==> config.mk <==
export PLATFORM = sky130hd
export DESIGN_NAME = ps2_scan_sequencer_flat
export DESIGN_NICKNAME = d
export VERILOG_FILES = /design/src/rtl/ps2_scan_sequencer_if.sv /design/src/rtl/ps2_scan_sequencer.sv /design/src/flat_wrapper.sv
export SDC_FILE = /design/constraint.sdc
export NUM_CORES = 1
export LEC_CHECK = 0
export BUFFER_PORTS_ARGS = -buffer_cell sky130_fd_sc_hd__buf_2
export CORE_ASPECT_RATIO = 0.9
export CORE_MARGIN = 8
export CORE_UTILIZATION = 25
export DETAILED_ROUTE_END_ITERATION = 8
export HOLD_SLACK_MARGIN = 0.1
export PLACE_DENSITY = 0.4
export SETUP_SLACK_MARGIN = 0.15
export SLEW_MARGIN = 10
export SYNTH_ARGS = -nofsm -noshare
export SYNTH_HDL_FRONTEND = slang
export SYNTH_SLANG_ARGS = --single-unit
export TNS_END_PERCENT = 100
==> constraint.sdc <==
create_clock -name clk -period 3.8 [get_ports clk]
set_input_delay 0.19 -clock clk [delete_from_list [all_inputs] [get_ports clk]]
set_output_delay 0.19 -clock clk [all_outputs]
set_load 0.05 [all_outputs]
==> src/rtl/ps2_scan_sequencer_if.sv <==
// Decoded-key stream: valid/ready head of the scan-code FIFO.
// Master is the sequencer, slave is the key consumer.
interface ps2_scan_sequencer_if;
   logic       key_valid;
   logic       key_ready;
   logic [7:0] key_code;
   logic       key_ext;
   logic       key_break;

   modport master (
      output key_valid,
      output key_code,
      output key_ext,
      output key_break,
      input  key_ready
   );

   modport slave (
      input  key_valid,
      input  key_code,
      input  key_ext,
      input  key_break,
      output key_ready
   );
endinterface

==> src/rtl/ps2_scan_sequencer.sv <==
// PS/2 scan-code sequencer: folds E0/F0 prefixes into decoded key
// entries and buffers them in a small FIFO with a valid/ready head.
module ps2_scan_sequencer #(
   parameter int FIFO_DEPTH = 4,
   parameter int PREFIX_TMO = 50000000
) (
   input  logic                        clk,
   input  logic                        reset,
   input  logic                        frm_valid,
   input  logic [10:0]                 frm_data,
   ps2_scan_sequencer_if.master        key,
   output logic                        err_parity,
   output logic                        err_frame,
   output logic                        overflow,
   output logic [$clog2(FIFO_DEPTH):0] fifo_count
);
   localparam int AW = $clog2(FIFO_DEPTH);
   localparam int TW = $clog2(PREFIX_TMO + 1);
   localparam logic [AW:0]   FULL_CNT = FIFO_DEPTH[AW:0];
   localparam logic [TW-1:0] TMO_CNT  = PREFIX_TMO[TW-1:0];
   localparam logic [7:0]    PFX_EXT  = 8'hE0;
   localparam logic [7:0]    PFX_BRK  = 8'hF0;

   typedef enum logic [1:0] {
      IDLE,
      GOT_E0,
      GOT_F0,
      GOT_E0F0
   } state_t;

   typedef struct packed {
      logic       ext;
      logic       brk;
      logic [7:0] code;
   } key_t;

   state_t        state_q, state_d;
   logic [TW-1:0] tmo_q, tmo_d;
   logic [AW-1:0] wr_ptr_q, wr_ptr_d;
   logic [AW-1:0] rd_ptr_q, rd_ptr_d;
   logic [AW:0]   count_q, count_d;
   key_t          mem_q [FIFO_DEPTH];
   key_t          mem_d [FIFO_DEPTH];
   logic          err_parity_q, err_parity_d;
   logic          err_frame_q, err_frame_d;
   logic          overflow_q, overflow_d;

   logic [7:0] rx_byte;
   logic       frame_ok;
   logic       parity_ok;
   logic       timeout;
   logic       push_req;
   logic       push;
   logic       pop;
   logic       full;
   logic       valid;
   key_t       wr_entry;
   key_t       head;

   assign rx_byte   = frm_data[8:1];
   assign frame_ok  = ~frm_data[0] & frm_data[10];
   assign parity_ok = ^frm_data[9:1];
   assign timeout   = (state_q != IDLE) && (tmo_q == TMO_CNT);
   assign full      = (count_q == FULL_CNT);
   assign valid     = (count_q != '0);
   assign pop       = valid & key.key_ready;
   assign push      = push_req & (~full | pop);

   assign wr_entry.ext  = (state_q == GOT_E0) || (state_q == GOT_E0F0);
   assign wr_entry.brk  = (state_q == GOT_F0) || (state_q == GOT_E0F0);
   assign wr_entry.code = rx_byte;

   always_comb begin
      state_d      = state_q;
      err_frame_d  = 1'b0;
      err_parity_d = 1'b0;
      push_req     = 1'b0;
      if (frm_valid) begin
         if (!frame_ok) begin
            err_frame_d = 1'b1;
            state_d     = IDLE;
         end else if (!parity_ok) begin
            err_parity_d = 1'b1;
            state_d      = IDLE;
         end else begin
            unique case (1'b1)
               (rx_byte == PFX_EXT): begin
                  err_frame_d = (state_q != IDLE);
                  state_d     = GOT_E0;
               end
               (rx_byte == PFX_BRK): begin
                  case (state_q)
                     IDLE:    state_d = GOT_F0;
                     GOT_E0:  state_d = GOT_E0F0;
                     default: err_frame_d = 1'b1;
                  endcase
               end
               default: begin
                  push_req = 1'b1;
                  state_d  = IDLE;
               end
            endcase
         end
      end else if (timeout) begin
         err_frame_d = 1'b1;
         state_d     = IDLE;
      end
   end

   // Counter only runs while a prefix is pending.
   always_comb begin
      if (state_d == IDLE || frm_valid || timeout) begin
         tmo_d = '0;
      end else begin
         tmo_d = tmo_q + TW'(1);
      end
   end

   always_comb begin
      mem_d      = mem_q;
      wr_ptr_d   = wr_ptr_q;
      rd_ptr_d   = rd_ptr_q;
      count_d    = count_q;
      overflow_d = push_req & full & ~pop;
      if (push) begin
         mem_d[wr_ptr_q] = wr_entry;
         wr_ptr_d        = wr_ptr_q + 1'b1;
      end
      if (pop) begin
         rd_ptr_d = rd_ptr_q + 1'b1;
      end
      case ({push, pop})
         2'b10:   count_d = count_q + 1'b1;
         2'b01:   count_d = count_q - 1'b1;
         default: count_d = count_q;
      endcase
   end

   always_ff @(posedge clk) begin
      if (reset) begin
         state_q      <= IDLE;
         tmo_q        <= '0;
         wr_ptr_q     <= '0;
         rd_ptr_q     <= '0;
         count_q      <= '0;
         err_parity_q <= 1'b0;
         err_frame_q  <= 1'b0;
         overflow_q   <= 1'b0;
      end else begin
         state_q      <= state_d;
         tmo_q        <= tmo_d;
         wr_ptr_q     <= wr_ptr_d;
         rd_ptr_q     <= rd_ptr_d;
         count_q      <= count_d;
         err_parity_q <= err_parity_d;
         err_frame_q  <= err_frame_d;
         overflow_q   <= overflow_d;
      end
   end

   // Storage needs no reset: the head is masked while the FIFO is empty.
   always_ff @(posedge clk) begin
      mem_q <= mem_d;
   end

   assign head          = mem_q[rd_ptr_q];
   assign key.key_valid = valid;
   assign key.key_code  = valid ? head.code : 8'h00;
   assign key.key_ext   = valid & head.ext;
   assign key.key_break = valid & head.brk;

   assign err_parity = err_parity_q;
   assign err_frame  = err_frame_q;
   assign overflow   = overflow_q;
   assign fifo_count = count_q;
endmodule

==> src/flat_wrapper.sv <==
// flat-port wrapper written by rule: the top's interface ports become plain ports
module ps2_scan_sequencer_flat 
#(
   parameter int FIFO_DEPTH = 4,
   parameter int PREFIX_TMO = 50000000
)
  (clk, reset, frm_valid, frm_data, err_parity, err_frame, overflow, fifo_count, key_key_valid, key_key_code, key_key_ext, key_key_break, key_key_ready);
  ps2_scan_sequencer_if key_i ();
  input  logic clk;
  input  logic reset;
  input  logic frm_valid;
  input  logic [10:0] frm_data;
  output logic err_parity;
  output logic err_frame;
  output logic overflow;
  output logic [$clog2(FIFO_DEPTH):0] fifo_count;
  output wire logic [$bits(key_i.key_valid)-1:0] key_key_valid;
  output wire logic [$bits(key_i.key_code)-1:0] key_key_code;
  output wire logic [$bits(key_i.key_ext)-1:0] key_key_ext;
  output wire logic [$bits(key_i.key_break)-1:0] key_key_break;
  input wire logic [$bits(key_i.key_ready)-1:0] key_key_ready;
  assign key_key_valid = key_i.key_valid;
  assign key_key_code = key_i.key_code;
  assign key_key_ext = key_i.key_ext;
  assign key_key_break = key_i.key_break;
  assign key_i.key_ready = key_key_ready;
  ps2_scan_sequencer #(.FIFO_DEPTH(FIFO_DEPTH), .PREFIX_TMO(PREFIX_TMO)) u_core (.clk(clk), .reset(reset), .frm_valid(frm_valid), .frm_data(frm_data), .key(key_i), .err_parity(err_parity), .err_frame(err_frame), .overflow(overflow), .fifo_count(fifo_count));
endmodule
# Word-level counts from Yosys, hierarchy flattened
# Index checks and enable logic that the tools add are counted.
# word_totals
register_bits	78
in_bits	15
output_inout_bits	17
word_cells	93
# op_classes
add_sub_neg	5
magnitude_cmp	3
n_eq_ne	9
mux	25
n_bitwise	15
reduce_logical	16
# op_table
cell	n
40-bit bitwise mux	1
10-bit 2-to-1 mux	3
26-bit by 1-bit adder with 26-bit output (second input constant)	1
26-bit == test (second input constant)	1
10-bit binary-select mux with 2-bit select	1
10-bit demux with 2-bit select	1
8-bit == test (second input constant)	2
1-bit 2-to-1 mux	10
9-bit parity	1
2-bit 2-to-1 mux	4
8-bit 2-to-1 mux	1
2-bit one-hot mux with 2 select lines	2
1-bit bitwise AND	7
2-bit == test (second input constant)	3
3-bit greater-or-equal comparator (second input constant)	2
2-bit NOT with 3-bit output	2
3-bit one-hot mux with 2 select lines	1
2-bit OR reduction	3
1-bit NOT	5
2-bit by 1-bit adder with 2-bit output (second input constant)	2
2-bit by 1-bit == test with 1-bit output (second input constant)	2
2-bit zero test	2
1-bit logical OR	4
2-bit nonzero test	2
9 further kinds	10

# Logic depth before layout (Yosys ltp)
# depth
word_depth	10
mapped_depth	13

# Least setup slack after synthesis
# OpenSTA, ideal clock, no wires.
# synth_timing
kind	reg2reg
from	register u_core.count_q[2], in the netlist u_core.fifo_count[2]
to	register u_core.count_q[2], in the netlist u_core.fifo_count[2]
setup_time_ns	0.071
arrival_time_ns	2.777
slack_ns	0.953
stages_incl_launch_ff	12
n_path_buf	1
synth_period_minus_slack_ns	2.847
path_cell_list	dfxtp_1 -> or4b_1 -> nor2b_1 -> and3_1 -> clkbuf_1 -> inv_1 -> ha_1 -> inv_1 -> fa_1 -> xor2_1 -> or3_1 -> a21oi_1
# synth_via
elab_chain_len	6
elab_cells_between_ends	12
cone_classes	2 x add/sub; 3 x eq/ne; 1 x mux; 4 x bitwise; 2 x reduce/logical
# synth_lines
item	line_no	rtl
from (decl)	ps2_scan_sequencer.sv:41	logic [AW:0] count_q, count_d;
from (signal assigned)	ps2_scan_sequencer.sv:154	count_q <= count_d;
3-bit nonzero test / 3-bit == test (equally long branches)	ps2_scan_sequencer.sv:65, ps2_scan_sequencer.sv:64	
1-bit bitwise AND / 1-bit NOT (equally long branches)	ps2_scan_sequencer.sv:66, ps2_scan_sequencer.sv:67	
1-bit OR	ps2_scan_sequencer.sv:67	assign push = push_req & (~full | pop);
1-bit bitwise AND	ps2_scan_sequencer.sv:67	
2-bit by 1-bit == test with 1-bit output / 2-bit == test (equally long branches)	ps2_scan_sequencer.sv:132	case ({push, pop})
3-bit one-hot mux with 2 select lines / 2-bit nonzero test (equally long branches)	n/a	
# Parallel ways exist; a longest one is shown, timed or not.
# A chain may end at the register's enable or synchronous reset.

# Worst setup path in the final report
# layout_timing
from	input frm_data[1]
to	register u_core.count_q[2], in the netlist u_core.fifo_count[2]
# layout_via
elab_chain_len	9
elab_cells_between_ends	13
cone_classes	4 x eq/ne; 5 x mux; 1 x bitwise; 3 x reduce/logical
# layout_lines
item	line_no	rtl
from (decl)	flat_wrapper.sv:12	input logic [10:0] frm_data;
8-bit == test, on equally long branches	ps2_scan_sequencer.sv:91, ps2_scan_sequencer.sv:87	
2-bit OR reduction (no source line)	n/a	
1-bit 2-to-1 mux	ps2_scan_sequencer.sv:86	unique case (1'b1)
1-bit 2-to-1 mux (*)	ps2_scan_sequencer.sv:82	end else if (!parity_ok) begin
1-bit 2-to-1 mux (*)	ps2_scan_sequencer.sv:79	if (!frame_ok) begin
1-bit 2-to-1 mux (*)	ps2_scan_sequencer.sv:78	if (frm_valid) begin
1-bit bitwise AND (*)	ps2_scan_sequencer.sv:67	
2-bit by 1-bit == test with 1-bit output / 2-bit == test (equally long branches)	ps2_scan_sequencer.sv:132	
3-bit one-hot mux with 2 select lines / 2-bit nonzero test (equally long branches)	n/a	
# Mark *: on every way between the ends. The rest lies on a longest branch, timed or not.

==> results.rst <==
.. list-table::
   :header-rows: 1

   * - Metric
     - Value
   * - Fin Setup TNS
     - 0 ns
   * - Leftover overflow at the end of global routing
     - 0
   * - Max-slew headroom at the worst pin
     - 46.2%
   * - Final number of max-transition violations
     - 0
   * - Clock latency on the worst-skew pair
     - 0.33 ns
   * - IO Count
     - 32
   * - Routed length on met2
     - 3730 um
   * - Setup repair after global routing missed its margin
     - no
   * - Detail Route met3 WL
     - 345 um
   * - Fraction of layout instances using a drive strength above 1
     - 20.4%
   * - Final Cycle Share
     - 82.5%
   * - First-iteration detailed-routing DRC count
     - 119
   * - Number of antenna violations at the first check in global routing
     - 0
   * - Max-Cap Viols
     - 0
   * - Overall Global Routing Usage
     - 9.02%
   * - Antenna diode count
     - 0
   * - Count of mapped cells out of synthesis
     - 297
   * - WL met1
     - 3780 um
   * - Transition time at the pin with the least slew margin
     - 0.806 ns
   * - Master cell of the clock root buffer
     - clkbuf_16
   * - Row count
     - 41
   * - Sequential element share of the synthesized area
     - 54.3%
   * - Area of the mapped netlist
     - 3610 sq um
   * - Share of synthesized registers carrying an async set or reset
     - 0%
   * - Total number of H-tree levels
     - 3
   * - Static power due to leakage
     - 1.41 nW
   * - Number of global-route vias before repair
     - 2425
   * - Setup bufs post-CTS
     - 0
   * - Final Instance Area
     - 4320 sq um
   * - Global-route wire length before repair
     - 12900 um
   * - Number of endpoints with negative hold slack in the final report
     - 0
   * - Post-synthesis area per instance
     - 12.2 sq um
   * - Largest vdd supply drop
     - 0.209 mV
   * - Placed Area
     - 3970 sq um
   * - Number of buffers created by CTS
     - 9
   * - TritonCTS clock tree
     - done
   * - Worst min-delay path class
     - input port to register
   * - Endpoint class of the critical path
     - register
   * - Outcome
     - complete, no violations
   * - Arrival time worst endpoint
     - 3.41 ns
   * - Vias after detailed routing
     - 2330
   * - Detailed Route WL
     - 7930 um
   * - Synthesis-to-layout area growth
     - 19.6%
   * - Worst Path Required
     - 4.07 ns
   * - Via density per instance
     - 4.38
   * - Pin count of the biggest net entering global routing
     - 27
   * - Half-perimeter wire length after detailed placement
     - 5420 um
   * - Overall die height
     - 130 um
   * - Drt drc
     - 0
   * - DIE AREA
     - 18600 sq um
   * - CTS resizes
     - 0
   * - Sink Count
     - 78
   * - Horiz. Die Dim
     - 143 um
   * - Crit-path max FO
     - 7
   * - Clock Pin Slew Worst Setup and Hold Paths
     - 0.06 ns
   * - Core Area
     - 14100 sq um
   * - Number of iterations in the first detailed-routing pass
     - 4
   * - Post-synth EDFFs
     - 40
   * - Warning count from the yosys run
     - 0
   * - Count of antenna-violating nets left after detailed routing
     - 0
   * - Effective utilization at floorplan
     - 25.7%
   * - Top routing layer in use
     - met4
   * - Worst reg2reg setup slack
     - 1.11 ns
   * - Number of hold-repair buffers added at the cts stage
     - 6
   * - Number of different library cells in the post-synthesis netlist
     - 49
   * - Nets
     - 362
   * - Worst setup skew after layout
     - 0.00469 ns
   * - Number of buffer cells added on primary ports
     - 31
   * - Nets in the synthesized netlist
     - 325
   * - Worst setup SP type
     - input port
   * - Maximum root-to-sink buffer count
     - 2
   * - Count of state elements after synthesis
     - 78
   * - Critical path type
     - input port to register
   * - Gp weighted congestion
     - 0.660
   * - Top achievable clock speed
     - 319 MHz
   * - Crit path time final
     - 3.13 ns
   * - Power density normalized to cell area
     - 497 nW/um^2
   * - Fillers
     - 1473
   * - Setup Viol. Count Final
     - 0
   * - Most used flip-flop cell after synthesis
     - edfxtp_1
   * - Average routed wire per standard cell
     - 14.9 um
## state kept, by name, indices dropped and copies added, names as in the netlist, 2 cells and up
register / cells
u_core.fifo_count: 3
u_core.tmo_q: 26
u_core.mem_q: 40
u_core.rd_ptr_q: 2
u_core.state_q: 2
u_core.wr_ptr_q: 2
## cell usage after synthesis, types with 5 or more instances
cell      number  area, sq um
a211oi_1       6         45.0
edfxtp_1      40         1200
o21ai_0        7         35.0
and2_1        17          106
nor4_1         5         31.3
ha_1          12          150
xnor2_1       11         96.3
inv_1         18         67.6
nand3_1        8         40.0
mux4_2        10          225
or3_1          7         43.8
nand4_1        8         50.1
o31ai_1        5         37.5
xor2_1         9         78.8
nand2_1        8         30.0
clkbuf_1      11         41.3
nor3_1        20          100
nor2_1        11         41.3
dfxtp_1       38          761
a211oi_2       5         62.6
or4_1          6         45.0
## cell usage in the layout, fill, tap and decap left out, types with 3 or more instances in the layout
cell type and instances:
inv_1 18, or4_1 6, nand4_1 8, a211oi_2 5, xor2_1 9, clkbuf_16 9
buf_4 3, nor2_1 11, or3_1 7, and2_1 17, mux4_2 10, a211oi_1 6
a21oi_1 4, nand2_1 8, xnor2_1 11, o31ai_1 5, edfxtp_1 40, dlygate4sd3_1 6
buf_2 31, o21ai_0 7, nand3_1 8, nor4_1 5, ha_1 12, dfxtp_1 38
nor3_1 20
## where the power goes
group	switching, mW	total [mW]	internal [mW]
clock	0.334	0.840	0.506
combinational	0.255	0.380	0.126
sequential	0.0269	0.928	0.901
total	0.616	2.15	1.53
## final cells by class
class	count	area [sq um]	share of cell area [%]
Sequential cell	78	1960	45.4
Multi-Input combinational cell	187	1520	35.2
Clock buffer	10	229	5.30
Clock inverter	6	62.6	1.45
Timing Repair Buffer	40	238	5.50
Inverter	18	67.6	1.56
Tap cell	193	241	5.58
## stage by stage
step                setup slack (ns)  utilization [%]  hold WS (ns)  total power [mW]  instances
finish                         0.665             30.8         0.123              2.15        532
global route                   0.504             30.8         0.112              2.24        532
CTS                            0.660             30.8         0.102              2.19        532
detailed placement             0.847             28.3         0.430              1.33        510
global placement               0.918             28.3         0.427              1.33        510
floorplan                      0.953                -         0.289              1.23        297
## layer usage
layer	GRT usage, %	vias up
met5	0	-
met4	3.00	0
met3	3.25	6
met2	14.7	32
met1	10.9	1111
li1	-	1181
## path summary, 6_finish.rpt
kind / end / depth (start not counted) / startpoint
max: u_core.fifo_count[2]$_SDFFE_PP0P_ / 15 / frm_data[1]
min: u_core.mem_q[34]$_DFFE_PP_ / 1 / frm_data[5]
max reg2reg: u_core.fifo_count[2]$_SDFFE_PP0P_ / 10 / u_core.fifo_count[0]$_SDFFE_PP0P_
min reg2reg: u_core.tmo_q[25]$_SDFF_PP0_ / 2 / u_core.tmo_q[25]$_SDFF_PP0_
## worst max-delay path: stages
cell	delay, ns
dlygate4sd3_1	0.52
buf_2	0.14
inv_1	0.06
ha_1	0.27
xnor3_1	0.40
xnor2_1	0.13
buf_4	0.16
and3_1	0.24
inv_1	0.09
ha_1	0.17
inv_1	0.06
fa_1	0.37
xor2_1	0.16
or3_1	0.30
a21oi_1	0.13
## cells by family after synthesis
logic type	share of synthesized area, %
simple gates	17.9
xor+xnor	5.47
compound gates	7.23
flops	54.3
buf+inv	3.56
fa+ha+maj	4.71
mux	6.82
Power figures use the tool's default switching activity.
